==> src/rtl/conv_1st_loader.sv <==
// First-layer convolution loader: streams biases then 4-per-word packed pixels
// onto pointer-addressed write buses, then pulses sta_o to the convolution block.
module conv_1st_loader #(
  parameter int         NUM_PIX   = 300,
  parameter int         NUM_BIAS  = 34,
  parameter logic [6:0] SCAN_IDLE = 7'h7F,
  parameter logic [5:0] BIAS_IDLE = 6'h3F
) (
  input  logic        clk,
  input  logic        rst_n,
  input  logic        start_i,
  input  logic        abort_i,
  input  logic [7:0]  pix_i,
  input  logic        pix_valid_i,
  output logic        pix_ready_o,
  input  logic [15:0] bias_data_i,
  input  logic        bias_valid_i,
  output logic        bias_ready_o,
  output logic [39:0] scan_o,
  output logic [23:0] bias_o,
  output logic        busy_o,
  output logic        sta_o
);

  if ((NUM_PIX % 4) != 0) begin : g_bad_num_pix
    $error("conv_1st_loader: NUM_PIX must be a multiple of 4");
  end

  typedef enum logic [1:0] {
    ST_IDLE      = 2'd0,
    ST_LOAD_BIAS = 2'd1,
    ST_LOAD_PIX  = 2'd2,
    ST_DONE      = 2'd3
  } state_t;

  localparam logic [39:0] SCAN_IDLE_WORD = {32'd0, 1'b0, SCAN_IDLE};
  localparam logic [23:0] BIAS_IDLE_WORD = {16'd0, 2'b00, BIAS_IDLE};
  localparam logic [5:0]  LAST_BIAS      = 6'(NUM_BIAS - 1);
  localparam logic [8:0]  LAST_PIX       = 9'(NUM_PIX - 1);

  state_t      state_r, state_s;
  logic [5:0]  bias_cnt_r, bias_cnt_s;
  logic [8:0]  pix_cnt_r, pix_cnt_s;
  logic [23:0] word_r, word_s;
  logic [39:0] scan_r, scan_s;
  logic [23:0] bias_r, bias_s;
  logic        sta_r, sta_s;
  logic        bias_hs_s, pix_hs_s;

  // Readies depend on state only; abort blocks acceptance in its own cycle.
  assign bias_ready_o = (state_r == ST_LOAD_BIAS) && !abort_i;
  assign pix_ready_o  = (state_r == ST_LOAD_PIX) && !abort_i;
  assign bias_hs_s    = bias_valid_i && bias_ready_o;
  assign pix_hs_s     = pix_valid_i && pix_ready_o;

  assign scan_o = scan_r;
  assign bias_o = bias_r;
  assign sta_o  = sta_r;
  assign busy_o = (state_r != ST_IDLE);

  // Next-state, counter, packing and write-word logic.
  always_comb begin
    state_s    = state_r;
    bias_cnt_s = bias_cnt_r;
    pix_cnt_s  = pix_cnt_r;
    word_s     = word_r;
    scan_s     = SCAN_IDLE_WORD;
    bias_s     = BIAS_IDLE_WORD;
    sta_s      = 1'b0;
    case (state_r)
      ST_IDLE: begin
        if (start_i) begin
          state_s = ST_LOAD_BIAS;
        end else begin
          state_s = ST_IDLE;
        end
      end
      ST_LOAD_BIAS: begin
        if (abort_i) begin
          state_s    = ST_IDLE;
          bias_cnt_s = 6'd0;
          pix_cnt_s  = 9'd0;
          word_s     = 24'd0;
        end else if (bias_hs_s) begin
          bias_s = {bias_data_i, 2'b00, bias_cnt_r};
          if (bias_cnt_r == LAST_BIAS) begin
            bias_cnt_s = 6'd0;
            state_s    = ST_LOAD_PIX;
          end else begin
            bias_cnt_s = bias_cnt_r + 6'd1;
          end
        end else begin
          state_s = ST_LOAD_BIAS;
        end
      end
      ST_LOAD_PIX: begin
        if (abort_i) begin
          state_s    = ST_IDLE;
          bias_cnt_s = 6'd0;
          pix_cnt_s  = 9'd0;
          word_s     = 24'd0;
        end else if (pix_hs_s) begin
          // Lane 3 completes the word; lanes 0-2 are held in word_r meanwhile.
          case (pix_cnt_r[1:0])
            2'd0:    word_s[7:0]   = pix_i;
            2'd1:    word_s[15:8]  = pix_i;
            2'd2:    word_s[23:16] = pix_i;
            2'd3: begin
              scan_s = {pix_i, word_r, 1'b0, pix_cnt_r[8:2]};
              word_s = 24'd0;
            end
            default: word_s = 24'd0;
          endcase
          if (pix_cnt_r == LAST_PIX) begin
            pix_cnt_s = 9'd0;
            state_s   = ST_DONE;
          end else begin
            pix_cnt_s = pix_cnt_r + 9'd1;
          end
        end else begin
          state_s = ST_LOAD_PIX;
        end
      end
      ST_DONE: begin
        state_s    = ST_IDLE;
        bias_cnt_s = 6'd0;
        pix_cnt_s  = 9'd0;
        word_s     = 24'd0;
        sta_s      = !abort_i;
      end
      default: begin
        state_s    = ST_IDLE;
        bias_cnt_s = 6'd0;
        pix_cnt_s  = 9'd0;
        word_s     = 24'd0;
      end
    endcase
  end

  // State and output registers.
  always_ff @(posedge clk or negedge rst_n) begin
    if (!rst_n) begin
      state_r    <= ST_IDLE;
      bias_cnt_r <= 6'd0;
      pix_cnt_r  <= 9'd0;
      word_r     <= 24'd0;
      scan_r     <= SCAN_IDLE_WORD;
      bias_r     <= BIAS_IDLE_WORD;
      sta_r      <= 1'b0;
    end else begin
      state_r    <= state_s;
      bias_cnt_r <= bias_cnt_s;
      pix_cnt_r  <= pix_cnt_s;
      word_r     <= word_s;
      scan_r     <= scan_s;
      bias_r     <= bias_s;
      sta_r      <= sta_s;
    end
  end

endmodule

==> config.mk <==
export PLATFORM = sky130hd
export DESIGN_NAME = conv_1st_loader
export DESIGN_NICKNAME = d
export VERILOG_FILES = /design/src/rtl/conv_1st_loader.sv
export SDC_FILE = /design/constraint.sdc
export NUM_CORES = 1
export LEC_CHECK = 0
export BUFFER_PORTS_ARGS = -buffer_cell sky130_fd_sc_hd__buf_2
export CAP_MARGIN = 20
export CORE_ASPECT_RATIO = 0.9
export CORE_MARGIN = 3
export CORE_UTILIZATION = 48
export CTS_CLUSTER_DIAMETER = 120
export DETAILED_ROUTE_END_ITERATION = 8
export PLACE_DENSITY_LB_ADDON = 0.1
export SLEW_MARGIN = 20
export SYNTH_ARGS = -nofsm -noshare
export SYNTH_HDL_FRONTEND = slang
export SYNTH_SLANG_ARGS = --single-unit
==> constraint.sdc <==
create_clock -name clk -period 1.72 [get_ports clk]
set_input_delay 0.086 -clock clk [delete_from_list [all_inputs] [get_ports clk]]
set_output_delay 0.086 -clock clk [all_outputs]
set_load 0.02 [all_outputs]
# --- Yosys cells after proc, flatten, opt, wreduce, memory -nomap -nowiden ---
# Cells that the tools add are included.
classes:
  add_sub_neg: 2
  eq_ne: 17
  mux: 33
  reduce_logical: 15
op_table:
  columns: ["op", "n"]
  rows:
  - ["$mux 40", 4]
  - ["$mux 24", 6]
  - ["$pmux 24 s3", 1]
  - ["$pmux 8 s2", 3]
  - ["$mux 9", 4]
  - ["$pmux 9 s3", 1]
  - ["$mux 6", 4]
  - ["$pmux 6 s3", 1]
  - ["$mux 2", 6]
  - ["$ne 4x2->1 const B", 3]
  - ["$reduce_and 4->1", 3]
  - ["$add 9x1->9 const B", 1]
  - ["$eq 9x9->1 const B", 1]
  - ["$eq 2x2->1 const B", 4]
  - ["$ne 4x3->1 const B", 2]
  - ["$pmux 2 s4", 1]
  - ["$add 6x1->6 const B", 1]
  - ["$eq 6x6->1 const B", 1]
  - ["$ne 3x3->1 const B", 2]
  - ["$reduce_and 3->1", 2]
  - ["$eq 2x1->1 const B", 2]
  - ["$logic_and 1x1->1", 4]
  - ["$logic_not 2->1", 2]
  - ["$ne 2x2->1 const B", 2]
  - ["other kinds (5)", 6]
word_totals:
  register_bits: 106
  input_bits: 30
  out_inout_bits: 68
  wordCells: 76

# --- Logic depth before layout (Yosys ltp) ---
# Gate-level depths: netlist (run 1).
logic_depth:
  depth_word: 6
  mapped_depth: 7
  ltp_nobuf: 6

# --- Worst setup path after synthesis (run 1) ---
# No wires, ideal clock.
synth_timing:
  path_type: "reg2reg"
  from: "register pix_cnt_r[0]"
  to: "register word_r[14]"
  setup_time_ns: 0.121
  arrival_ns: 1.724
  required_time_ns: 1.599
  slack_ns: -0.125
  path_stages_with_launch: 6
  path_buffers: 1
  period_less_slack_ns: 1.845
  path_cell_list: "dfrtp_1 -> ha_1 -> or4b_4 -> o221ai_4 -> buf_6 -> o21ai_1"
synth_via:
  elab_chain_len: 5
  elab_cells_between_ends: 8
  cone_classes: "eq/ne (3); mux (4); reduce/logical (1)"
synth_lines:
  columns: ["item", "line_no", "text"]
  rows:
  - ["start: declaration", "43", "logic [8:0] pix_cnt_r, pix_cnt_s;"]
  - ["start signal: assignment", "153", "pix_cnt_r <= pix_cnt_s;"]
  - ["$eq 2x2->1 or $eq 2x1->1 (tied branches)", "104", "case (pix_cnt_r[1:0])"]
  - ["$pmux 8 s2", "104", null]
  - ["$mux 24", "102", "end else if (pix_hs_s) begin"]
  - ["$mux 24", "97", "if (abort_i) begin"]
  - ["$pmux 24 s3", "70", "case (state_r)"]
  - ["end signal: assignment", "154", "word_r <= word_s;"]
  - ["end: declaration", "44", "logic [23:0] word_r, word_s;"]
# Parallel ways exist; a longest one is shown, timed or not. The select of a mux whose other input is x is not followed.
# A chain may end at the register's enable or synchronous reset.

# --- Worst setup path after layout (run 1) ---
layout_timing:
  from: "register pix_cnt_r[0]"
  to: "register word_r[22]"
layout_via:
  elab_chain_len: 5
  elab_cells_between_ends: 8
  cone_classes: "eq/ne (3); mux (4); reduce/logical (1)"
layout_lines:
  columns: ["item", "line_no"]
  rows:
  - ["$eq 2x2->1", "104"]
  - ["$pmux 8 s2", "104"]
  - ["$mux 24", "102"]
  - ["$mux 24", "97"]
  - ["$pmux 24 s3", "70"]
# Parallel ways exist; a longest one is shown, timed or not. The select of a mux whose other input is x is not followed.

==> results.py, run 1 <==
metrics = {
    "cts": {
        "worstSkewPairLatency_ns": 0.37,
        "worst_setup_hold_path_clk_slew_ns": 0.10,
        "clkSinkCount": 103,
        "cts_root_buffer": "clkbuf_8",
        "h-tree-depth": 3,
        "buffers_from_clock_root_to_sink_at_most": 2,
        "cts_tree": "built",
        "cts-buffers-inserted": 9,
    },
    "yosys": {
        "synth.top_cells.by_area": "dfrtp_1, dfstp_2, and2_1",
        "syn_avg_cell_area_um2": 12.2,
        "netlist_area_mm2": 0.00406,
        "ys_seq_area_share_pct": 63.8,
        "synthDistinctLibCells": 51,
        "synthDominantCellAreaShare_pct": 55.4,
        "synthDominantAreaCellType": "dfrtp_1",
        "postSynthCellCount": 334,
        "synth_enable_flop_cells": 0,
        "synth-main-ff-cell": "dfrtp_1",
        "synth_warnings": 0,
        "post-synth-top-count-cell": "dfrtp_1",
        "synth.ff_latch_count": 103,
        "most_instantiated_cells_after_synthesis": "dfrtp_1, and2_1, nand2_1",
        "async_flop_share_pct": 100,
    },
    "cells_and_area": {
        "design.final.nets": 518,
        "fraction_of_layout_cells_with_a_size_suffix_above_1_pct": 40.1,
        "num_antenna_cells": 0,
        "fin_area_mm2": 0.00546,
        "areaGrowthSynthToFinish_pct": 34.3,
    },
    "place": {
        "gp_congestion": 0.823,
        "place.port_buffers": 94,
        "detailed_place.area_mm2": 0.00481,
        "dpl.hpwl_mm": 5.65,
    },
    "floorplanning": {
        "die_w_um": 103,
        "starting_density_of_the_core_pct": 49.9,
        "top_level_ports": 98,
        "dieArea_mm2": 0.00961,
        "fp.coreArea_mm2": 0.00815,
        "rows": 31,
        "die_height_um": 93.3,
    },
    "route": {
        "post-route-drc-count": 0,
        "dr_pass1_iterations": 4,
        "route.final.wire_length_mm": 8.34,
        "drt-vias-per-instance": 4.84,
        "detailroute.via_count": 2830,
        "met1_routed_length_mm": 3.79,
        "residual_antenna_violating_net_count_after_detailed_routing": 0,
        "met3_wirelength_um": 328,
        "avgRoutedWirePerCell_um": 14.3,
        "drt_iter0_markers": 143,
        "maxUsedRoutingLayer": "met4",
        "wl_met2_mm": 4.10,
    },
    "sta": {
        "period_minus_slack_ns": 1.80,
        "min_period_over_period_pct": 105,
        "final_hold_viol_count": 0,
        "clock_skew_ns": 0.00895,
        "whs_ns": 0.0605,
        "timing_max_transition_violations_final": 0,
        "rsz0062_at_grt": "yes",
        "max_freq_mhz": 555,
        "finalSetupViolations": 14,
        "setup_ws_ns": -0.0828,
    },
    "pwr": {
        "power_mw": 4.63,
        "power.density_mw_per_mm2": 848,
        "static_leakage_nw": 2.73,
        "irDropWorstVdd_mv": 0.581,
    },
    "run": {
        "drv.max_cap_violation_count": 0,
    },
    "grt": {
        "first_global_vias": 2863,
        "grt_antenna_before_repair": 0,
        "grt_pass1_wl_mm": 13.6,
        "pin_count_of_the_biggest_net_entering_global_routing": 38,
        "gr-total-overflow": 0,
        "grt.total_usage_pct": 18.1,
    },
    "worst_hold_path": {
        "hold_path.startpoint": "bias_valid_i",
        "min-delay-path-class": "in -> reg",
    },
    "worst_setup_path": {
        "setup.worst_path.start": "pix_cnt_r[0]$_DFFE_PN0P_",
        "timing.critical_path.arrival_ns": 2.06,
        "r2r-start": "pix_cnt_r[0]$_DFFE_PN0P_",
        "worstPathRequired_ns": 1.97,
        "critical_path_class": "reg -> reg",
        "critPathMaxFanout": 8,
        "worstSetupEndpointType": "flop",
        "worst_setup_path_start_kind": "flop",
    },
    "run_status": {
        "failed_checks": "setup timing",
        "status": "finished with violations",
    },
}
layer usage:
metal  global-route usage [%]  vias to the layer above
met1                     24.9                     1356
met3                     5.00                       12
li1                         -                     1397
met2                     28.3                       65
met4                     5.18                        0
met5                        0                        -
power by group:
| part | internal, mW | switching [mW] | leakage, nW |
|---|---|---|---|
| Clock | 0.603 | 0.888 | 0.101 |
| Combinational | 0.282 | 0.310 | 1.25 |
| Sequential | 2.49 | 0.0501 | 1.38 |
| Total | 3.38 | 1.25 | 2.73 |
worst max-delay path: stages (launching register included):
cell and delay (ns):
dfrtp_2 0.44, ha_4 0.16, or4b_4 0.52, o221ai_4 0.29, clkbuf_16 0.21, o21ai_1 0.07
area by class of cell:
class / count / area, um^2
Timing Repair Buffer: 149 / 1050
Tap cell: 99 / 124
Multi-Input combinational cell: 202 / 1430
Fill cell: 618 / 2690
Sequential cell: 103 / 2600
Inverter: 16 / 62.6
Clock inverter: 6 / 57.6
Clock buffer: 10 / 138
registers in the layout (all words and copies together), names as in the netlist:
register	count
pix_cnt_r	9
sta_o	1
scan_o	39
bias_cnt_r	6
word_r	24
bias_o	22
state_r	2
per-stage QoR:
stage          worst slack [ns]  instances  setup TNS (ns)  util [%]
6_report                -0.0828        585          -0.619      67.0
3_5_place_dp            -0.0278        539          -0.153      59.0
5_1_grt                  -0.119        585           -1.51      67.0
2_1_floorplan           -0.0812        336           -1.13         -
4_1_cts                 -0.0479        581          -0.389      64.6
3_3_place_gp             0.0101        539               0      59.0
logic make-up (layout without fill, tap and decap cells):
| kind of cell | count (synthesis) | in the layout | share of synthesized area (%) |
|---|---|---|---|
| and+or+nand+nor | 137 | 137 | 19.2 |
| DFF | 103 | 103 | 63.8 |
| AOI/OAI and AO/OA | 40 | 40 | 6.96 |
| buffers and inverters | 31 | 181 | 4.28 |
| muxes | 8 | 8 | 1.97 |
| adders and majority gates | 7 | 7 | 2.16 |
| xor gates and xnor gates | 7 | 7 | 1.51 |
| other | 1 | 3 | 0.0923 |
layout by cell type (no fill, tap or decap), types with 3 or more instances in the layout:
cell type      synthesis  final
inv_1                 15     15
mux2i_1                8      7
nand2_4                1      5
nand2_1               31     20
nor3_1                11     11
dfstp_2               13     13
a21oi_1                5      4
o21ai_0                4      4
buf_2                  2     93
dfrtp_1               90     87
o21ai_2                1     10
conb_1                 1      3
nand3_1                9      9
and2_1                41     41
buf_12                 0      5
dlygate4sd3_1          0     26
or4_1                  3      3
nand2_2                0      7
clkbuf_8               0     10
o31ai_1                3      3
nand2b_1              11     11
xor2_1                 3      3
nor2_1                10     10
xnor2_1                4      4
and3_1                 3      3
dfrtp_2                0      3
o21ai_1               16      6
buf_4                  6     22
ha_1                   7      6
path summary, 6_finish.rpt:
kind                                     endpoint  slack (ns)  cells past startpoint
setup / recovery           word_r[22]$_DFFE_PN0P_       -0.08                      5
hold / removal             state_r[0]$_DFFE_PN0P_        0.06                      3
setup reg to reg           word_r[22]$_DFFE_PN0P_       -0.08                      5
hold reg to reg             word_r[9]$_DFFE_PN0P_        0.50                      2
max in group asynchronous     bias_o[0]$_DFF_PN1_        0.90                      3
min in group asynchronous    scan_o[14]$_DFF_PN0_        0.19                      2
repair_timing:
item,4_1_cts,5_1_grt
buffers inserted,0,2
gates cloned,0,2
hold endpoints to repair,56,0
gates resized for setup,0,32
pin swaps,0,12
setup endpoints to repair,17,61
hold buffers,26,0
No activity file was read; power rests on OpenSTA's default activity.
==> run 2, diff against run 1 <==
--- a/config.mk
+++ b/config.mk
@@ -7,9 +7,11 @@
 export LEC_CHECK = 0
 export BUFFER_PORTS_ARGS = -buffer_cell sky130_fd_sc_hd__buf_2
 export CAP_MARGIN = 20
+export CELL_PAD_IN_SITES_DETAIL_PLACEMENT = 2
+export CELL_PAD_IN_SITES_GLOBAL_PLACEMENT = 2
 export CORE_ASPECT_RATIO = 0.9
 export CORE_MARGIN = 3
-export CORE_UTILIZATION = 48
+export CORE_UTILIZATION = 31
 export CTS_CLUSTER_DIAMETER = 120
 export DETAILED_ROUTE_END_ITERATION = 8
 export PLACE_DENSITY_LB_ADDON = 0.1
==> results.py, run 2 (synthesis gave the netlist of run 1 again) <==
metrics = {
    "run_status": {
        "status": "finished with violations",
        "failed_checks": "setup timing",
    },
    "worst_setup_path": {
        "worstReg2RegEnd": "word_r[21]$_DFFE_PN0P_",
        "critPathMaxFanout": 8,
        "worstPathRequired_ns": 1.97,
        "timing.critical_path.arrival_ns": 2.03,
        "crit_end": "word_r[21]$_DFFE_PN0P_",
        "worstPathCellList": "ha_4 > or4b_4 > o221ai_4 > clkbuf_16 > o21ai_1",
        "r2r-start": "pix_cnt_r[1]$_DFFE_PN0P_",
        "cpLargestDelayFamily": "simple AND/OR/NAND/NOR gates",
        "regToRegSetupSlack_ns": -0.06,
        "critical_path_s_largest_stage_delay_ns": 0.52,
        "setup.worst_path.start": "pix_cnt_r[1]$_DFFE_PN0P_",
        "critical_path_buf_inv_count": 1,
        "ff2ff_path_depth": 5,
        "critical_path_class": "reg -> reg",
        "worst_path_max_delay_cell": "or4b_4",
        "worst_setup_path_start_kind": "flop",
        "worst-path-stages": 5,
        "worstSetupEndpointType": "flop",
    },
    "sta": {
        "final_hold_viol_count": 0,
        "rsz0062_at_grt": "yes",
        "max_freq_mhz": 561,
        "whs_ns": 0.0912,
        "clock_skew_ns": 0.00793,
        "finalSetupViolations": 12,
        "setup_ws_ns": -0.0615,
        "period_minus_slack_ns": 1.78,
        "worstMarginPinSlew_ns": 0.513,
        "timing_max_transition_violations_final": 0,
        "min_period_over_period_pct": 104,
        "timing.slew.headroom_pct": 65.8,
    },
    "cells_and_area": {
        "postLayoutCoreUtil_pct": 44.8,
        "num_antenna_cells": 0,
        "fraction_of_layout_cells_with_a_size_suffix_above_1_pct": 41.1,
        "design.final.nets": 524,
        "largest_register_ffs": 39,
        "final_common_cell": "buf_2",
        "fin_area_mm2": 0.00571,
        "areaGrowthSynthToFinish_pct": 40.5,
        "mostFrequentLayoutCells": "buf_2, dfrtp_1, and2_1",
        "fillers": 1322,
    },
    "cts": {
        "worst_setup_hold_path_clk_slew_ns": 0.08,
        "cts_tree": "built",
        "cts-buffers-inserted": 9,
        "clkSinkCount": 103,
        "h-tree-depth": 3,
        "buffers_from_clock_root_to_sink_at_most": 2,
        "cts_root_buffer": "clkbuf_16",
        "worstSkewPairLatency_ns": 0.36,
    },
    "floorplanning": {
        "die_height_um": 115,
        "starting_density_of_the_core_pct": 31.9,
        "dieArea_mm2": 0.0145,
        "top_level_ports": 98,
        "die_w_um": 127,
        "fp.coreArea_mm2": 0.0127,
        "rows": 39,
    },
    "place": {
        "place.port_buffers": 94,
        "detailed_place.area_mm2": 0.00496,
        "post-place-ws_ns": -0.0533,
        "dpl.hpwl_mm": 7.73,
        "gp_congestion": 0.741,
    },
    "grt": {
        "grt_antenna_before_repair": 0,
        "grt.total_usage_pct": 16.5,
        "gr-total-overflow": 0,
        "first_global_vias": 3493,
        "pin_count_of_the_biggest_net_entering_global_routing": 43,
        "grt_pass1_wl_mm": 18.4,
    },
    "pwr": {
        "power.density_mw_per_mm2": 934,
        "irDropWorstVdd_mv": 0.704,
        "power_mw": 5.33,
        "static_leakage_nw": 2.81,
    },
    "route": {
        "drt_iter0_markers": 95,
        "dr_pass1_iterations": 6,
        "detailroute.via_count": 3048,
        "residual_antenna_violating_net_count_after_detailed_routing": 0,
        "drt-vias-per-instance": 4.65,
        "post-route-drc-count": 0,
        "avgRoutedWirePerCell_um": 17.3,
        "route.final.wire_length_mm": 11.4,
    },
    "run": {
        "drv.max_cap_violation_count": 0,
    },
    "worst_hold_path": {
        "hold_path.startpoint": "bias_valid_i",
        "min-delay-path-class": "in -> reg",
    },
}
run 2: cell types whose count changed in the layout (fill, tap and decap cells not counted), moves of 2 or more:
cell,before,now
inv_8,2,0
clkbuf_8,10,1
buf_6,1,3
buf_4,22,27
nand2_1,20,22
o21ai_2,10,12
nand2_4,5,3
clkbuf_16,2,10
run 2: report_power, final:
group	switching [mW]	internal, mW
logic	0.343	0.314
registers	0.0447	2.49
clock network	0.960	1.18
total	1.35	3.98
run 2: routing by layer:
metal / wire length (um) / global-route usage, % / vias up
li1: - / - / 1407
met1: 4820 / 19.7 / 1549
met2: 5590 / 27.5 / 80
met3: 796 / 6.44 / 12
met4: 153 / 5.15 / 0
met5: 0 / 0 / -
run 2: timing repair:
action	CTS	global route
setup endpoints to repair	18	46
endpoints found under the hold margin	53	0
gates cloned	1	1
pin swaps	2	7
hold buffers	26	0
resized for setup	2	36
buffers inserted	2	2
run 2: per-stage QoR:
| step | instances | setup TNS (ns) |
|---|---|---|
| final | 656 | -0.399 |
| after global routing | 656 | -1.31 |
| after CTS | 655 | -0.395 |
| after detailed placement | 610 | -0.474 |
| after global placement | 610 | -0.000851 |
| after floorplan | 336 | -1.13 |
run 2: how the worst min path moves through the flow:
| stage | to | slack (ns) | cells past startpoint |
|---|---|---|---|
| global placement | pix_cnt_r[5]$_DFFE_PN0P_ | 0.08 | 1 |
| finish | state_r[0]$_DFFE_PN0P_ | 0.09 | 3 |
| CTS | state_r[0]$_DFFE_PN0P_ | 0.06 | 3 |
| detailed placement | pix_cnt_r[5]$_DFFE_PN0P_ | 0.1 | 1 |
| global route | state_r[0]$_DFFE_PN0P_ | 0.1 | 3 |
| floorplan | bias_cnt_r[0]$_DFFE_PN0P_ | -0.21 | 0 |
run 2: area by class of cell:
| class | instances | area (um^2) | area share, % |
|---|---|---|---|
| Tap cell | 164 | 205 | 3.59 |
| Clock inverter | 6 | 68.8 | 1.21 |
| Multi-Input combinational cell | 202 | 1440 | 25.2 |
| Sequential cell | 103 | 2600 | 45.5 |
| Clock buffer | 10 | 239 | 4.19 |
| Timing Repair Buffer | 155 | 1100 | 19.2 |
| Inverter | 16 | 65.1 | 1.14 |
run 2: worst reg2reg max path: cells and delay by family, from the launching register on:
| family | cells | cell delay (ns) |
|---|---|---|
| simple gates | 1 | 0.52 |
| flops | 1 | 0.43 |
| compound gates | 2 | 0.34 |
| buf+inv | 1 | 0.22 |
| fa+ha+maj | 1 | 0.17 |
==> run 3, diff against run 2 <==
--- a/config.mk
+++ b/config.mk
@@ -7,11 +7,11 @@
 export LEC_CHECK = 0
 export BUFFER_PORTS_ARGS = -buffer_cell sky130_fd_sc_hd__buf_2
 export CAP_MARGIN = 20
-export CELL_PAD_IN_SITES_DETAIL_PLACEMENT = 2
-export CELL_PAD_IN_SITES_GLOBAL_PLACEMENT = 2
+export CELL_PAD_IN_SITES_DETAIL_PLACEMENT = 0
+export CELL_PAD_IN_SITES_GLOBAL_PLACEMENT = 1
 export CORE_ASPECT_RATIO = 0.9
 export CORE_MARGIN = 3
-export CORE_UTILIZATION = 31
+export CORE_UTILIZATION = 38
 export CTS_CLUSTER_DIAMETER = 120
 export DETAILED_ROUTE_END_ITERATION = 8
 export PLACE_DENSITY_LB_ADDON = 0.1
==> results.py, run 3 (synthesis gave the netlist of run 1 again) <==
metrics = {
    "run_status": {
        "status": "finished with violations",
        "failed_checks": "setup timing",
    },
    "worst_setup_path": {
        "worst_setup_path_start_kind": "flop",
        "critical_path_class": "reg -> reg",
        "worstSetupEndpointType": "flop",
        "timing.critical_path.arrival_ns": 2.01,
        "worstPathRequired_ns": 1.99,
        "critPathMaxFanout": 16,
    },
    "place": {
        "dpl.hpwl_mm": 6.12,
        "detailed_place.area_mm2": 0.00489,
        "gp_congestion": 0.795,
        "post-place-ws_ns": -0.0106,
        "place.port_buffers": 94,
    },
    "cts": {
        "cts_tree": "built",
        "cts-buffers-inserted": 9,
        "buffers_from_clock_root_to_sink_at_most": 2,
        "clkSinkCount": 103,
        "h-tree-depth": 3,
        "worst_setup_hold_path_clk_slew_ns": 0.07,
        "worstSkewPairLatency_ns": 0.34,
        "cts_root_buffer": "clkbuf_16",
    },
    "pwr": {
        "power.density_mw_per_mm2": 981,
        "static_leakage_nw": 2.77,
        "irDropWorstVdd_mv": 0.780,
        "power_mw": 5.48,
    },
    "cells_and_area": {
        "multiInputGateArea_mm2": 0.00135,
        "design.final.nets": 521,
        "largest_register_ffs": 39,
        "fin_area_mm2": 0.00559,
        "num_antenna_cells": 0,
        "final_common_cell": "buf_2",
        "mostFrequentLayoutCells": "buf_2, dfrtp_1, and2_1",
        "fillers": 897,
        "fraction_of_layout_cells_with_a_size_suffix_above_1_pct": 37.2,
        "areaGrowthSynthToFinish_pct": 37.5,
        "postLayoutCoreUtil_pct": 54.1,
        "ff_latch_area_mm2": 0.00260,
    },
    "floorplanning": {
        "top_level_ports": 98,
        "rows": 35,
        "die_height_um": 104,
        "starting_density_of_the_core_pct": 39.3,
        "dieArea_mm2": 0.0120,
        "die_w_um": 115,
        "fp.coreArea_mm2": 0.0103,
    },
    "sta": {
        "setup_ws_ns": -0.0260,
        "min_period_over_period_pct": 102,
        "timing_max_transition_violations_final": 0,
        "rsz0062_at_grt": "yes",
        "finalSetupViolations": 11,
        "period_minus_slack_ns": 1.75,
        "clock_skew_ns": 0.00936,
        "final_hold_viol_count": 0,
        "max_freq_mhz": 573,
        "whs_ns": 0.105,
    },
    "grt": {
        "gr-total-overflow": 0,
        "pin_count_of_the_biggest_net_entering_global_routing": 39,
        "first_global_vias": 2912,
        "grt_pass1_wl_mm": 14.6,
        "grt.total_usage_pct": 15.6,
        "grt_antenna_before_repair": 0,
    },
    "route": {
        "residual_antenna_violating_net_count_after_detailed_routing": 0,
        "dr_pass1_iterations": 5,
        "drt-vias-per-instance": 4.62,
        "drt_iter0_markers": 100,
        "post-route-drc-count": 0,
        "detailroute.via_count": 2853,
        "route.final.wire_length_mm": 8.83,
        "avgRoutedWirePerCell_um": 14.3,
    },
    "run": {
        "drv.max_cap_violation_count": 0,
    },
    "worst_hold_path": {
        "min-delay-path-class": "in -> reg",
    },
}
-- run 3: final cells by class --
cell class	count	area share (%)
clock buffers	9	4.03
flip-flops and latches	103	46.5
clock inverters	7	2.24
well taps	129	2.89
inverters	16	1.12
repair buffers	152	19.0
multi-input cells	202	24.2
-- run 3: worst max-delay path: stages (launching register included) --
cell      delay (ns)
dfrtp_2         0.43
ha_4            0.16
or4b_4          0.57
o221ai_4        0.23
buf_12          0.17
nand2_1         0.05
o21ai_1         0.06
-- run 3: per-layer routing --
layer	vias to the layer above	share of wire, %	GRT usage, %
met5	-	0	0
met4	0	1.0	4.11
met3	9	6.6	5.76
met2	83	46	24.1
met1	1360	46	20.9
li1	1401	-	-
-- run 3: timing repair --
action / in CTS / in global routing
hold buffers: 26 / 0
resized for setup: 2 / 13
pin swaps: 0 / 1
buffers inserted: 4 / 1
hold endpoints to repair: 50 / 0
endpoints found under the setup margin: 15 / 32
-- run 3: per-stage QoR --
step | TNS [ns] | std cells
global route | -1.28 | 618
floorplan | -1.13 | 336
detailed placement | -0.0462 | 571
global placement | 0 | 571
finish | -0.203 | 618
CTS | -0.245 | 617
-- run 3: power breakdown --
part           internal (mW)  total [mW]  switching, mW
clock                   1.44        2.36          0.917
combinational          0.280       0.579          0.299
sequential              2.49        2.55         0.0521
total                   4.21        5.48           1.27
-- run 3: path summary, 6_finish.rpt --
kind | start | end | slack (ns) | depth (start not counted)
setup / recovery | pix_cnt_r[1]$_DFFE_PN0P_ | word_r[15]$_DFFE_PN0P_ | -0.03 | 6
hold / removal | bias_valid_i | state_r[0]$_DFFE_PN0P_ | 0.10 | 3
setup reg to reg | pix_cnt_r[1]$_DFFE_PN0P_ | word_r[15]$_DFFE_PN0P_ | -0.03 | 6
hold reg to reg | word_r[21]$_DFFE_PN0P_ | scan_o[29]$_DFF_PN0_ | 0.49 | 1
max in group asynchronous | rst_n | scan_o[5]$_DFF_PN1_ | 0.88 | 3
min in group asynchronous | rst_n | pix_cnt_r[3]$_DFFE_PN0P_ | 0.24 | 2
